`src/rtl/match_window_counter_pkg.sv`:
```
// -----------------------------------------------------------------------------
// mwc_pkg
// Shared types and defaults for the match window counter.
//   state_t     : window FSM state (IDLE, COUNT)
//   WINDOW_DEF  : default window length in clock cycles
//   CNT_W_DEF   : default width of the per-window match count
// -----------------------------------------------------------------------------
package mwc_pkg;

    typedef enum logic [0:0] {
        IDLE  = 1'b0,
        COUNT = 1'b1
    } state_t;

    localparam int WINDOW_DEF = 16;
    localparam int CNT_W_DEF  = 8;

endpackage : mwc_pkg

```
`src/rtl/match_window_counter_if.sv`:
```
// -----------------------------------------------------------------------------
// match_window_counter_if
// Report channel from the match window counter to its consumer.
//   count_out   : count of the completed window
//   count_sat   : the reported window saturated
//   count_valid : a report is pending
//   count_ready : consumer accepts the report
// Modports: master (counter side), slave (consumer side).
// -----------------------------------------------------------------------------
interface match_window_counter_if
    import mwc_pkg::*;
#(
    parameter int CNT_W = CNT_W_DEF
);

    logic [CNT_W-1:0] count_out;
    logic             count_sat;
    logic             count_valid;
    logic             count_ready;

    modport master (
        output count_out,
        output count_sat,
        output count_valid,
        input  count_ready
    );

    modport slave (
        input  count_out,
        input  count_sat,
        input  count_valid,
        output count_ready
    );

endinterface : match_window_counter_if

```
`src/rtl/match_window_counter_sat_counter.sv`:
```
// -----------------------------------------------------------------------------
// sat_counter
// Saturating up-counter with synchronous clear.
//   clk    : clock
//   rst    : synchronous active-high reset
//   clr_i  : synchronous clear (takes priority over increment)
//   inc_i  : increment request
//   next_o : value after this cycle's increment, saturating (before clear)
//   sat_o  : counter currently holds its maximum value
// -----------------------------------------------------------------------------
module sat_counter #(
    parameter int W = 8
) (
    input  logic         clk,
    input  logic         rst,
    input  logic         clr_i,
    input  logic         inc_i,
    output logic [W-1:0] next_o,
    output logic         sat_o
);

    logic [W-1:0] cnt_q;
    logic [W-1:0] cnt_d;

    assign sat_o = &cnt_q;

    always_comb begin
        // NOTE: give every always_comb output a default first so no path leaves it unassigned (no latch).
        cnt_d = cnt_q;
        if (inc_i && !sat_o) begin
            cnt_d = cnt_q + W'(1);
        end
    end

    assign next_o = cnt_d;

    always_ff @(posedge clk) begin
        // NOTE: sequential state uses non-blocking assignments only.
        if (rst || clr_i) begin
            cnt_q <= '0;
        end else begin
            cnt_q <= cnt_d;
        end
    end

endmodule : sat_counter

```
`src/rtl/match_window_counter.sv`:
```
// -----------------------------------------------------------------------------
// match_window_counter
// Counts one-cycle match pulses over fixed windows of WINDOW cycles and
// publishes each window's count through a depth-1 valid/ready report register.
//   clk        : clock
//   rst        : synchronous active-high reset
//   enable_i   : run windows while high
//   match_in_i : detector pulse, one match per high cycle
//   drop_o     : one-cycle pulse, a completed window was discarded
//   rpt        : report channel (count_out, count_sat, count_valid, count_ready)
// -----------------------------------------------------------------------------
module match_window_counter
    import mwc_pkg::*;
#(
    parameter int WINDOW = WINDOW_DEF,
    parameter int CNT_W  = CNT_W_DEF
) (
    input  logic                   clk,
    input  logic                   rst,
    input  logic                   enable_i,
    input  logic                   match_in_i,
    output logic                   drop_o,
    match_window_counter_if.master rpt
);

    localparam int              WIN_W    = $clog2(WINDOW);
    localparam logic [WIN_W-1:0] WIN_LAST = WIN_W'(WINDOW - 1);

    state_t           state_q;
    logic [WIN_W-1:0] win_cnt_q;
    logic             sat_flag_q;
    logic [CNT_W-1:0] count_q;
    logic             count_sat_q;
    logic             count_valid_q;
    logic             drop_q;

    logic             counting;
    logic             win_end;
    logic             cnt_clr;
    logic             cnt_inc;
    logic             cnt_at_max;
    logic [CNT_W-1:0] final_cnt;
    logic             final_sat;
    logic             transfer;
    logic             can_load;

    // A cycle belongs to a window only while in COUNT with enable still high;
    // enable low in COUNT discards the partial window instead.
    assign counting = (state_q == COUNT) && enable_i;
    assign win_end  = counting && (win_cnt_q == WIN_LAST);
    assign cnt_inc  = counting && match_in_i;
    assign cnt_clr  = !counting || win_end;

    sat_counter #(
        .W (CNT_W)
    ) u_match_cnt (
        .clk    (clk),
        .rst    (rst),
        .clr_i  (cnt_clr),
        .inc_i  (cnt_inc),
        .next_o (final_cnt),
        .sat_o  (cnt_at_max)
    );

    // A last-cycle match that hits an already-full counter also saturates the report.
    assign final_sat = sat_flag_q || (cnt_inc && cnt_at_max);

    assign transfer = count_valid_q && rpt.count_ready;
    // The slot is free if empty or being emptied by a transfer this cycle.
    assign can_load = !count_valid_q || rpt.count_ready;

    always_ff @(posedge clk) begin
        if (rst) begin
            state_q       <= IDLE;
            win_cnt_q     <= '0;
            sat_flag_q    <= 1'b0;
            count_q       <= '0;
            count_sat_q   <= 1'b0;
            count_valid_q <= 1'b0;
            drop_q        <= 1'b0;
        end else begin
            drop_q <= 1'b0;
            if (transfer) begin
                count_valid_q <= 1'b0;
            end

            case (state_q)
                IDLE: begin
                    if (enable_i) begin
                        state_q <= COUNT;
                    end
                end
                COUNT: begin
                    if (!enable_i) begin
                        state_q    <= IDLE;
                        win_cnt_q  <= '0;
                        sat_flag_q <= 1'b0;
                    end else if (win_end) begin
                        win_cnt_q  <= '0;
                        sat_flag_q <= 1'b0;
                        if (can_load) begin
                            count_q       <= final_cnt;
                            count_sat_q   <= final_sat;
                            count_valid_q <= 1'b1;
                        end else begin
                            drop_q <= 1'b1;
                        end
                    end else begin
                        win_cnt_q <= win_cnt_q + WIN_W'(1);
                        if (cnt_inc && cnt_at_max) begin
                            sat_flag_q <= 1'b1;
                        end
                    end
                end
                default: state_q <= IDLE;
            endcase
        end
    end

    assign rpt.count_out   = count_q;
    assign rpt.count_sat   = count_sat_q;
    assign rpt.count_valid = count_valid_q;
    assign drop_o          = drop_q;

endmodule : match_window_counter
```
`src/flat_wrapper.sv`:
```
// flat-port wrapper written by rule: the top's interface ports become plain ports
module match_window_counter_flat import mwc_pkg::*;
#(
    parameter int WINDOW = WINDOW_DEF,
    parameter int CNT_W  = CNT_W_DEF
)
  (clk, rst, enable_i, match_in_i, drop_o, rpt_count_out, rpt_count_sat, rpt_count_valid, rpt_count_ready);
  match_window_counter_if #(.CNT_W(CNT_W)) rpt_i ();
  input  logic clk;
  input  logic rst;
  input  logic enable_i;
  input  logic match_in_i;
  output logic drop_o;
  output wire logic [$bits(rpt_i.count_out)-1:0] rpt_count_out;
  output wire logic [$bits(rpt_i.count_sat)-1:0] rpt_count_sat;
  output wire logic [$bits(rpt_i.count_valid)-1:0] rpt_count_valid;
  input wire logic [$bits(rpt_i.count_ready)-1:0] rpt_count_ready;
  assign rpt_count_out = rpt_i.count_out;
  assign rpt_count_sat = rpt_i.count_sat;
  assign rpt_count_valid = rpt_i.count_valid;
  assign rpt_i.count_ready = rpt_count_ready;
  match_window_counter #(.WINDOW(WINDOW), .CNT_W(CNT_W)) u_core (.clk(clk), .rst(rst), .enable_i(enable_i), .match_in_i(match_in_i), .drop_o(drop_o), .rpt(rpt_i));
endmodule
```
`config.mk`:
```
export PLATFORM = sky130hd
export DESIGN_NAME = match_window_counter_flat
export DESIGN_NICKNAME = d
export VERILOG_FILES = /design/src/rtl/match_window_counter_pkg.sv /design/src/rtl/match_window_counter_if.sv /design/src/rtl/match_window_counter_sat_counter.sv /design/src/rtl/match_window_counter.sv /design/src/flat_wrapper.sv
export SDC_FILE = /design/constraint.sdc
export NUM_CORES = 1
export LEC_CHECK = 0
export BUFFER_PORTS_ARGS = -buffer_cell sky130_fd_sc_hd__buf_2
export CAP_MARGIN = 20
export CORE_MARGIN = 8
export CORE_UTILIZATION = 40
export CTS_CLUSTER_SIZE = 14
export DETAILED_ROUTE_END_ITERATION = 8
export GPL_ROUTABILITY_DRIVEN = 0
export PLACE_DENSITY = 0.64
export SLEW_MARGIN = 20
export SYNTH_ARGS = -nofsm -noshare
export SYNTH_HDL_FRONTEND = slang
export SYNTH_SLANG_ARGS = --single-unit
```
`constraint.sdc`:
```
create_clock -name clk -period 1.9 [get_ports clk]
set_input_delay 0.19 -clock clk [delete_from_list [all_inputs] [get_ports clk]]
set_output_delay 0.19 -clock clk [all_outputs]
set_load 0.005 [all_outputs]
```
After elaboration in Yosys (flattened, before gate mapping)
Cells that the tools add are included.

cells by class
  bitwise logic cells = 3
  eq/ne operators = 2
  multiplexer cells = 13
  reduce and logical (&&, ||, !) cells = 17
  add/sub/neg operators = 2

operator list
  cell                                                   count
  2-to-1 mux 1 bit                                       10
  adder 8 x 1 -> 8 bit, second input constant            1
  2-to-1 mux 4 bit                                       2
  2-to-1 mux 8 bit                                       1
  AND reduction 8 bit                                    1
  logical AND 1 bit                                      6
  adder 4 x 1 -> 4 bit, second input constant            1
  equality test 4 bit, second input constant             1
  logical OR 1 bit                                       4
  AND reduction 4 bit                                    1
  OR reduction 4 bit                                     1
  logical NOT 1 bit                                      3
  inequality test 3 x 1 -> 1 bit, second input constant  1
  NOT 1 bit                                              3
  AND reduction 2 bit                                    1

word-level totals
  output and inout port bits = 11
  word-level logic and storage cells = 45
  flip-flop bits (word level) = 25
  input port bits = 5

Logic depth before layout (Yosys ltp)
Gate-level depths: netlist of run 1.

  depth after elaboration = 6
  depth in mapped cells = 7
  depth with buffers taken out = 5

Hierarchy
From an unflattened synthesis of run 1, not the netlist that was laid out.

unflattened totals
  cells, all modules = 141
  area, all modules = 1238.7 um^2

by module, submodules not included
  module                cells each  area each (um^2)  times used  sequential area each (um^2)
  match_window_counter  82          726.9             1           340.3
  sat_counter           59          511.7             1           160.2

Worst setup path before layout of run 1
OpenSTA, ideal clock, no wires.

  kind = reg2reg
  start point = register u_core.win_cnt_q[0]
  end point = register u_core.count_q[4], in the netlist u_core.rpt.count_out[4]
  required time = 1.814 ns
  library setup time = 0.086 ns
  clock period less this slack = 1.497 ns
  cell stages (with the launch flop) = 8
  path buffers = 2
  arrival = 1.411 ns
  slack = 0.403 ns
  cell sequence = dfxtp_1 -> ha_1 -> and3_1 -> and3_1 -> buf_2 -> buf_4 -> nor2_1 -> a211oi_1

between the ends
  cells in the longest elaborated chain, start to end = 3

RTL lines
  what                           line                         RTL
  start, declared                match_window_counter.sv:30   logic [WIN_W-1:0] win_cnt_q;
  start signal, assigned         match_window_counter.sv:109  win_cnt_q <= win_cnt_q + WIN_W'(1);
  equality test 4 bit            match_window_counter.sv:50   assign win_end = counting && (win_cnt_q == WIN_LAST);
  logical AND 1 bit              match_window_counter.sv:50
  AND reduction 4 bit (no line)  -
  end signal, assigned           match_window_counter.sv:102  count_q <= final_cnt;
  end, declared                  match_window_counter.sv:32   logic [CNT_W-1:0] count_q;

No other way between the ends.
A chain may end at the register's enable or synchronous reset.

Worst setup path after layout of run 1
  start point = register u_core.u_match_cnt.cnt_q[0]
  end point = register u_core.count_q[5], in the netlist u_core.rpt.count_out[5]

between the ends
  cells in the longest elaborated chain, start to end = 4
  elaborated cells on any way between the ends = 5
  classes of those cells = 1 x add/sub; 1 x mux; 3 x reduce/logical

RTL lines
  what                                                                          line                                    RTL
  start, declared                                                               match_window_counter_sat_counter.sv:22  logic [W-1:0] cnt_q;
  start signal, assigned                                                        match_window_counter_sat_counter.sv:42  cnt_q <= cnt_d;
  parallel branches: the longest is 3 deep, another holds adder 8 x 1 -> 8 bit  -
  2-to-1 mux 8 bit (*)                                                          match_window_counter_sat_counter.sv:30  if (inc_i && !sat_o) begin

Every way passes the cells marked *.

==> results of run 1 <==
-- logic make-up (layout without fill, tap and decap cells) --
family	count (synthesis)	count (layout)	synth area share, %
mux	1	1	0.936
simple gates	49	49	24.2
fa+ha+maj	2	2	2.34
buf+inv	7	22	3.63
compound gates	25	25	17.2
flops	25	25	46.8
xor+xnor	6	6	4.91
-- final cells by class --
cell class              count  share of cell area [%]
multi-input cells          83                    44.7
flip-flops and latches     25                    42.2
repair buffers             16                    6.96
well taps                  30                    3.16
clock buffers               3                    1.90
inverters                   2                   0.633
clock inverters             1                   0.422
-- registers in the layout, summed over array words and instances (netlist names) --
name	count
u_core.rpt.count_out	8
u_core.state_q	1
u_core.drop_o	1
u_core.win_cnt_q	4
u_core.sat_flag_q	1
u_core.u_match_cnt.cnt_q	8
u_core.rpt.count_sat	1
u_core.rpt.count_valid	1
-- cells in the mapped netlist --
cell type,number
nand2b_1,2
o2111ai_1,2
or3_1,1
xnor2_1,1
mux2i_1,1
a21o_1,1
ha_1,2
o211ai_4,1
buf_6,1
and3_1,5
inv_1,2
nand3b_1,1
xor2_1,5
nand2_1,6
or3_4,1
a311oi_2,1
nand3_2,1
o211ai_1,2
nand4_2,1
nor3b_1,2
nand3_1,4
nor3_1,1
o21ai_0,2
a21oi_1,7
nor2_1,19
buf_4,1
a211oi_1,7
clkbuf_1,2
nor2b_1,2
dfxtp_1,25
buf_2,1
o21ai_1,2
and2_1,2
nand4b_1,1
-- through the flow --
| step | setup WS, ps | hold slack, ps | area [sq um] | instances |
|---|---|---|---|---|
| 4_1_cts | 272 | 174 | 1190 | 160 |
| 3_5_place_dp | 289 | 459 | 1160 | 156 |
| 2_1_floorplan | 403 | 258 | 1070 | 115 |
| 5_1_grt | 104 | 167 | 1190 | 160 |
| 3_3_place_gp | 312 | 457 | 1160 | 156 |
| 6_report | 274 | 187 | 1190 | 160 |
-- critical path, delay by kind of cell (launching register included) --
kind / cells / cell delay [ps]
fa+ha+maj: 1 / 270
compound gates: 2 / 380
flops: 1 / 390
xor+xnor: 1 / 270
simple gates: 1 / 190
-- power groups by stage --
stage               combinational, mW  sequential [mW]  clock [mW]
floorplan                      0.0167            0.540           0
global placement               0.0249            0.541           0
detailed placement             0.0254            0.541           0
CTS                            0.0256            0.529       0.238
global route                   0.0290            0.530       0.257
finish                         0.0253            0.529       0.225
-- metal layers --
layer / wire (um) / part of all wire [%] / global-route usage, % / up-vias
li1: - / - / - / 438
met1: 998 / 47 / 11.7 / 381
met2: 958 / 45 / 15.6 / 14
met5: 0 / 0 / 0 / -
met3: 152 / 7.1 / 4.64 / 2
met4: 18 / 0.85 / 2.87 / 0
-- final timing paths --
kind,from,endpoint,slack [ps],depth (start not counted)
min,rpt_count_ready,u_core.drop_o$_SDFF_PP0_,190,3
min reg2reg,u_core.sat_flag_q$_SDFFE_PP0P_,u_core.sat_flag_q$_SDFFE_PP0P_,480,2
max,u_core.u_match_cnt.cnt_q[0]$_SDFF_PP0_,u_core.rpt.count_out[5]$_SDFFE_PP0P_,270,5
max reg2reg,u_core.u_match_cnt.cnt_q[0]$_SDFF_PP0_,u_core.rpt.count_out[5]$_SDFFE_PP0P_,270,5
==> impl_metrics.toml, run 1 <==
[synthesis]
ys_ff_latch = 25
synth_top_area_share_pct = 46.8
avgSynthCellArea_sq_um = 9.30
yosys.area.top_type = "dfxtp_1"
netlist_instances = 115
synth_warnings = 0
ys_seq_area_share_pct = 46.8
netlist_area_sq_um = 1070
synth.distinct_cells = 34
synth.area.top_cells = "dfxtp_1 (47%), nor2_1 (6.7%), a211oi_1 (4.9%), xor2_1 (4.1%), a21oi_1 (3.3%)"
synth_fp_nets = 122

[finish]
final_nets = 138
area_growth_pct = 10.9
finish.utilization_pct = 47.4
antennaDiodeCount = 0
fillCellCount = 246
layout_common_cells = "dfxtp_1 (25), nor2_1 (19), buf_2 (15), a211oi_1 (7), a21oi_1 (7)"
final_common_cell = "dfxtp_1"
multi_input_area_sq_um = 531
drive_above_1_share_pct = 19.2
seq_area_sq_um = 500

[global_routing]
grt_max_degree = 19
overflow = 0
grt_pass1_vias = 795
track_usage_pct = 9.88
grt_pass1_wl_um = 3510
antenna_found_initial = 0

[place]
hpwlAfterDp_um = 1640
port_buffers = 15

[worst_setup_path]
crit_required_ps = 2090
cp.arrival_ps = 1820
start_kind = "flip-flop"
path_class = "reg2reg"
crit_chain = "ha_1, nand3_2, o2111ai_1, xor2_1, a211oi_1"
endpoint_kind = "flip-flop"
slowest_delay_ps = 390
crit_slowest_cell = "dfxtp_1"
worstPathMaxFanout = 7

[clocking]
cts_tree = "done"
cts_buffer_depth = 2
clkLatencyLatePin_ps = 310
clock-root-buffer = "clkbuf_4"
postCtsSetupRepairBufs = 0
clk_pin_slew_ps = 130
cts_resized = 0
cts.hold.buffers_added = 0
cts_buffers = 3
h-tree-depth = 1
cts.sinks = 25

[sta]
final.setup.tns_ps = 0
final_max_slew_viol_count = 0
tightest_slew_ps = 329
relSlewSlack_pct = 78.1
layout_worst_path_cycle_share_pct = 85.6
hold_viol_final = 0
fmax_mhz = 615
finClkSkew_ps = 4.78
rsz0062_at_grt = "no"
setup_violations = 0
timing.final.crit_period_ps = 1630

[die]
die-area_sq_um = 4590
io_pins = 16
die-height_um = 67.7
die_w_um = 67.7
rows = 18
start_util_pct = 42.8
core_area_sq_um = 2500

[drt]
drc = 0
avgRoutedWirePerCell_um = 13.3
vias_per_cell = 5.22
first_iter_violations = 33
ant_nets = 0
drt_wl_total_um = 2130
dr.pass1.iters = 4
num_vias = 835

[power]
leakage_nw = 0.460
internal-power_mw = 0.614
clkPwrFrac_pct = 28.9
power_switching_mw = 0.166
switching_share_pct = 21.2
seqPwrFrac_pct = 67.8
finalPower_mw = 0.780
max-vdd-ir-drop_v = 0.000539
combPwrFrac_pct = 3.2
p_per_area_nw_per_um2 = 657

[outcome]
outcome = "finished clean"

[job]
cap_violations = 0

[hold_path]
min_path_type = "in2reg"
Note: power is estimated with default switching activity, not from simulation.
==> run 2: changes to the inputs <==
--- a/config.mk
+++ b/config.mk
@@ -11,8 +11,7 @@
 export CORE_UTILIZATION = 40
 export CTS_CLUSTER_SIZE = 14
 export DETAILED_ROUTE_END_ITERATION = 8
-export GPL_ROUTABILITY_DRIVEN = 0
-export PLACE_DENSITY = 0.64
+export PLACE_DENSITY = 0.57
 export SLEW_MARGIN = 20
 export SYNTH_ARGS = -nofsm -noshare
 export SYNTH_HDL_FRONTEND = slang
==> run 2 against run 1 <==
Worst setup slack got worse by 42 ps. Combinational power up 2%. Count of clock-buffer cells in the layout unchanged. Sequential cell count unchanged. Core utilization increased by 0.10 points. Die area unchanged. Clock skew is 2.8 ps higher. Maximum frequency shrank 2.5%. Critical path depth is the same. Register-to-register slack worse by 40 ps. Largest cell class unchanged. Critical path type unchanged. Highest routed layer unchanged.
==> impl_metrics.toml, run 2 (synthesis gave the netlist of run 1 again) <==
[drt]
drc = 0
ant_nets = 0
first_iter_violations = 34
vias_per_cell = 5.24
dr.pass1.iters = 4
num_vias = 839
wl_met3_um = 152
wl_met2_um = 828
met1Wirelength_um = 1060
avgRoutedWirePerCell_um = 12.9
drt_wl_total_um = 2060
highest_layer = "met4"

[clocking]
cts.sinks = 25
clkLatencyLatePin_ps = 320
clk_pin_slew_ps = 140
postCtsSetupRepairBufs = 0
h-tree-depth = 1
cts_resized = 0
cts_buffers = 3
cts_buffer_depth = 2
clock-root-buffer = "clkbuf_4"
cts.hold.buffers_added = 0
cts_tree = "done"

[global_routing]
grt_pass1_wl_um = 3500
overflow = 0
antenna_found_initial = 0
grt_max_degree = 19
track_usage_pct = 9.77
grt_pass1_vias = 771

[sta]
timing.final.crit_period_ps = 1670
relSlewSlack_pct = 76.0
finClkSkew_ps = 7.53
final.setup.tns_ps = 0
layout_worst_path_cycle_share_pct = 87.8
postLayoutSetupSlackWorst_ps = 232
hold_viol_final = 0
rsz0062_at_grt = "no"
whs_ps = 156
setup_violations = 0
tightest_slew_ps = 360
final_max_slew_viol_count = 0
fmax_mhz = 600

[power]
switching_share_pct = 23.2
seqPwrFrac_pct = 66.0
max-vdd-ir-drop_v = 0.000407
power_switching_mw = 0.186
finalPower_mw = 0.802
p_per_area_nw_per_um2 = 675
clkPwrFrac_pct = 30.8
leakage_nw = 0.456
internal-power_mw = 0.616
combPwrFrac_pct = 3.2

[die]
io_pins = 16
die_w_um = 67.7
die-area_sq_um = 4590
rows = 18
start_util_pct = 42.8
die-height_um = 67.7
core_area_sq_um = 2500

[worst_setup_path]
path_class = "reg2reg"
crit_required_ps = 2120
endpoint_kind = "flip-flop"
cp.arrival_ps = 1890
worstPathMaxFanout = 7
start_kind = "flip-flop"

[finish]
finish.utilization_pct = 47.5
layout_common_cells = "dfxtp_1 (25), nor2_1 (19), buf_2 (15), a211oi_1 (7), a21oi_1 (7)"
area_growth_pct = 11.1
final_common_cell = "dfxtp_1"
drive_above_1_share_pct = 19.2
final_nets = 138
antennaDiodeCount = 0

[place]
port_buffers = 15
routabilityCongestion = 0.838
post-place-ws_ps = 255
hpwlAfterDp_um = 1510

[outcome]
outcome = "finished clean"

[hold_path]
min_path_type = "in2reg"

[job]
cap_violations = 0
## run 2: changes by cell type in the layout (fill, tap and decap cells not counted)
cell,delta
clkinv_2,-1
clkinvlp_4,+1
## run 2: critical path, cell delays in order, from the launching register on
cell,delay [ps]
dfxtp_1,390
ha_1,270
nand3_2,200
o21ai_1,280
mux2i_1,310
a211oi_1,110
## run 2: path summary, 6_finish.rpt
path | start | to | slack, ps | cells past startpoint
max | u_core.u_match_cnt.cnt_q[0]$_SDFF_PP0_ | u_core.rpt.count_out[1]$_SDFFE_PP0P_ | 230 | 5
min | rpt_count_ready | u_core.drop_o$_SDFF_PP0_ | 160 | 3
max reg2reg | u_core.u_match_cnt.cnt_q[0]$_SDFF_PP0_ | u_core.rpt.count_out[1]$_SDFFE_PP0P_ | 230 | 5
min reg2reg | u_core.rpt.count_out[2]$_SDFFE_PP0P_ | u_core.rpt.count_out[2]$_SDFFE_PP0P_ | 490 | 2
## run 2: routing by layer
layer	vias to the layer above	track usage, %
li1	438	-
met1	379	13.4
met2	20	13.6
met3	2	3.31
met4	0	3.92
met5	-	0
## run 2: power by group through the flow
stage / Combinational [mW] / Clock, mW / Sequential (mW)
global placement: 0.0259 / 0 / 0.541
floorplan: 0.0167 / 0 / 0.540
global route: 0.0286 / 0.279 / 0.530
finish: 0.0257 / 0.247 / 0.529
detailed placement: 0.0254 / 0 / 0.541
CTS: 0.0257 / 0.257 / 0.529
## run 2: stage by stage
| stage | cell area, sq um | instances |
|---|---|---|
| after floorplan | 1070 | 115 |
| after global placement | 1160 | 156 |
| after detailed placement | 1160 | 156 |
| after CTS | 1190 | 160 |
| after global routing | 1190 | 160 |
| final | 1190 | 160 |
## run 2: area by class of cell
type / instances / area, sq um
repair buffers: 16 / 82.6
well taps: 30 / 37.5
clock inverters: 1 / 7.51
inverters: 2 / 7.51
multi-input cells: 83 / 531
flip-flops and latches: 25 / 500
clock buffers: 3 / 22.5
fillers: 242 / 1310
==> run 3: changes to the inputs <==
--- a/config.mk
+++ b/config.mk
@@ -8,10 +8,10 @@
 export BUFFER_PORTS_ARGS = -buffer_cell sky130_fd_sc_hd__buf_2
 export CAP_MARGIN = 20
 export CORE_MARGIN = 8
-export CORE_UTILIZATION = 40
+export CORE_UTILIZATION = 54
 export CTS_CLUSTER_SIZE = 14
 export DETAILED_ROUTE_END_ITERATION = 8
-export PLACE_DENSITY = 0.57
+export PLACE_DENSITY = 0.74
 export SLEW_MARGIN = 20
 export SYNTH_ARGS = -nofsm -noshare
 export SYNTH_HDL_FRONTEND = slang
==> run 3 against run 2 <==
Power down 2.4%. Sequential share of layout area up 0.27 points. Clock power down 7%. Core utilization up 14 points. Die area down 20%. Global-route usage up 2.1 points. Hold slack better by 39 ps. Cell count down 1.9%. Largest power group unchanged. Combinational power down 3%.
==> impl_metrics.toml, run 3 (synthesis gave the netlist of run 1 again) <==
[outcome]
outcome = "finished clean"

[worst_setup_path]
cp.arrival_ps = 1860
start_kind = "flip-flop"
worstPathMaxFanout = 18
cp-startpoint = "u_core.win_cnt_q[0]$_SDFFE_PP0P_"
crit_required_ps = 2130
reg2reg_from = "u_core.win_cnt_q[0]$_SDFFE_PP0P_"
path_class = "reg2reg"
endpoint_kind = "flip-flop"

[finish]
finish.utilization_pct = 61.5
antennaDiodeCount = 0
layout_common_cells = "dfxtp_1 (25), nor2_1 (19), buf_2 (15), a211oi_1 (7), a21oi_1 (7)"
final_area_sq_um = 1180
final_common_cell = "dfxtp_1"
area_growth_pct = 10.4
final_nets = 138
layoutNonFillerInstCount = 157
drive_above_1_share_pct = 18.5

[global_routing]
grt_max_degree = 19
grt_pass1_vias = 756
track_usage_pct = 11.9
overflow = 0
grt_pass1_wl_um = 3390
antenna_found_initial = 0

[clocking]
postCtsSetupRepairBufs = 0
cts_buffers = 3
clk_pin_slew_ps = 130
cts.sinks = 25
cts_resized = 0
cts_buffer_depth = 2
clock-root-buffer = "clkbuf_4"
clkLatencyLatePin_ps = 310
cts_tree = "done"
h-tree-depth = 1
cts.hold.buffers_added = 0

[die]
die-area_sq_um = 3660
core_area_sq_um = 1920
rows = 16
die_w_um = 60.5
die-height_um = 60.5
io_pins = 16
start_util_pct = 55.7

[sta]
rsz0062_at_grt = "no"
setup_violations = 0
fmax_mhz = 613
finClkSkew_ps = 3.31
final_max_slew_viol_count = 0
hold_viol_final = 0
postLayoutSetupSlackWorst_ps = 270
final.setup.tns_ps = 0
timing.final.crit_period_ps = 1630
tightest_slew_ps = 325
layout_worst_path_cycle_share_pct = 85.8
relSlewSlack_pct = 78.3
whs_ps = 195

[drt]
num_vias = 830
avgRoutedWirePerCell_um = 12.4
first_iter_violations = 17
drt_wl_total_um = 1940
vias_per_cell = 5.29
dr.pass1.iters = 4
drc = 0
ant_nets = 0

[hold_path]
hp-start = "rpt_count_ready"
min_path_type = "in2reg"

[place]
post-place-ws_ps = 300
place_inst = 153
hpwlAfterDp_um = 1470
port_buffers = 15
routabilityCongestion = 0.805
place_area_sq_um = 1150

[power]
p_per_area_nw_per_um2 = 663
leakage_nw = 0.457
max-vdd-ir-drop_v = 0.000559
finalPower_mw = 0.783

[job]
cap_violations = 0
## run 3: changes by cell type in the layout (fill, tap and decap cells not counted), sizes merged
cell      previous run  this run
clkinvlp             1         0
clkbuf               3         4
## run 3: final cells by class
cell class,instances,area [sq um]
Inverter,2,7.51
Sequential cell,25,500
Tap cell,27,33.8
Fill cell,172,741
Multi-Input combinational cell,83,531
Clock buffer,4,26.3
Timing Repair Buffer,16,82.6
## run 3: path summary, 6_finish.rpt
check / slack (ps) / cells after the start / end
hold / removal: 190 / 3 / u_core.drop_o$_SDFF_PP0_
hold reg to reg: 480 / 2 / u_core.rpt.count_out[2]$_SDFFE_PP0P_
setup / recovery: 270 / 6 / u_core.rpt.count_out[5]$_SDFFE_PP0P_
setup reg to reg: 270 / 6 / u_core.rpt.count_out[5]$_SDFFE_PP0P_
## run 3: critical path, cell delays in order, from the launching register on
cell      delay (ps)
dfxtp_1          400
ha_1             230
and3_1           240
and3_1           170
buf_4            210
nor2_1            70
a211oi_1         220
## run 3: report_power, final
group          internal [mW]  leakage [nW]  switching, mW
logic                0.00900         0.241         0.0159
clock network         0.0819        0.0150          0.147
registers              0.527         0.202        0.00244
## run 3: layer usage
metal,vias to the layer above,track usage [%],wire length [um]
met5,-,0,0
met4,0,4.98,27
met3,4,2.75,94
met2,9,17.2,855
met1,380,16.4,964
li1,437,-,-
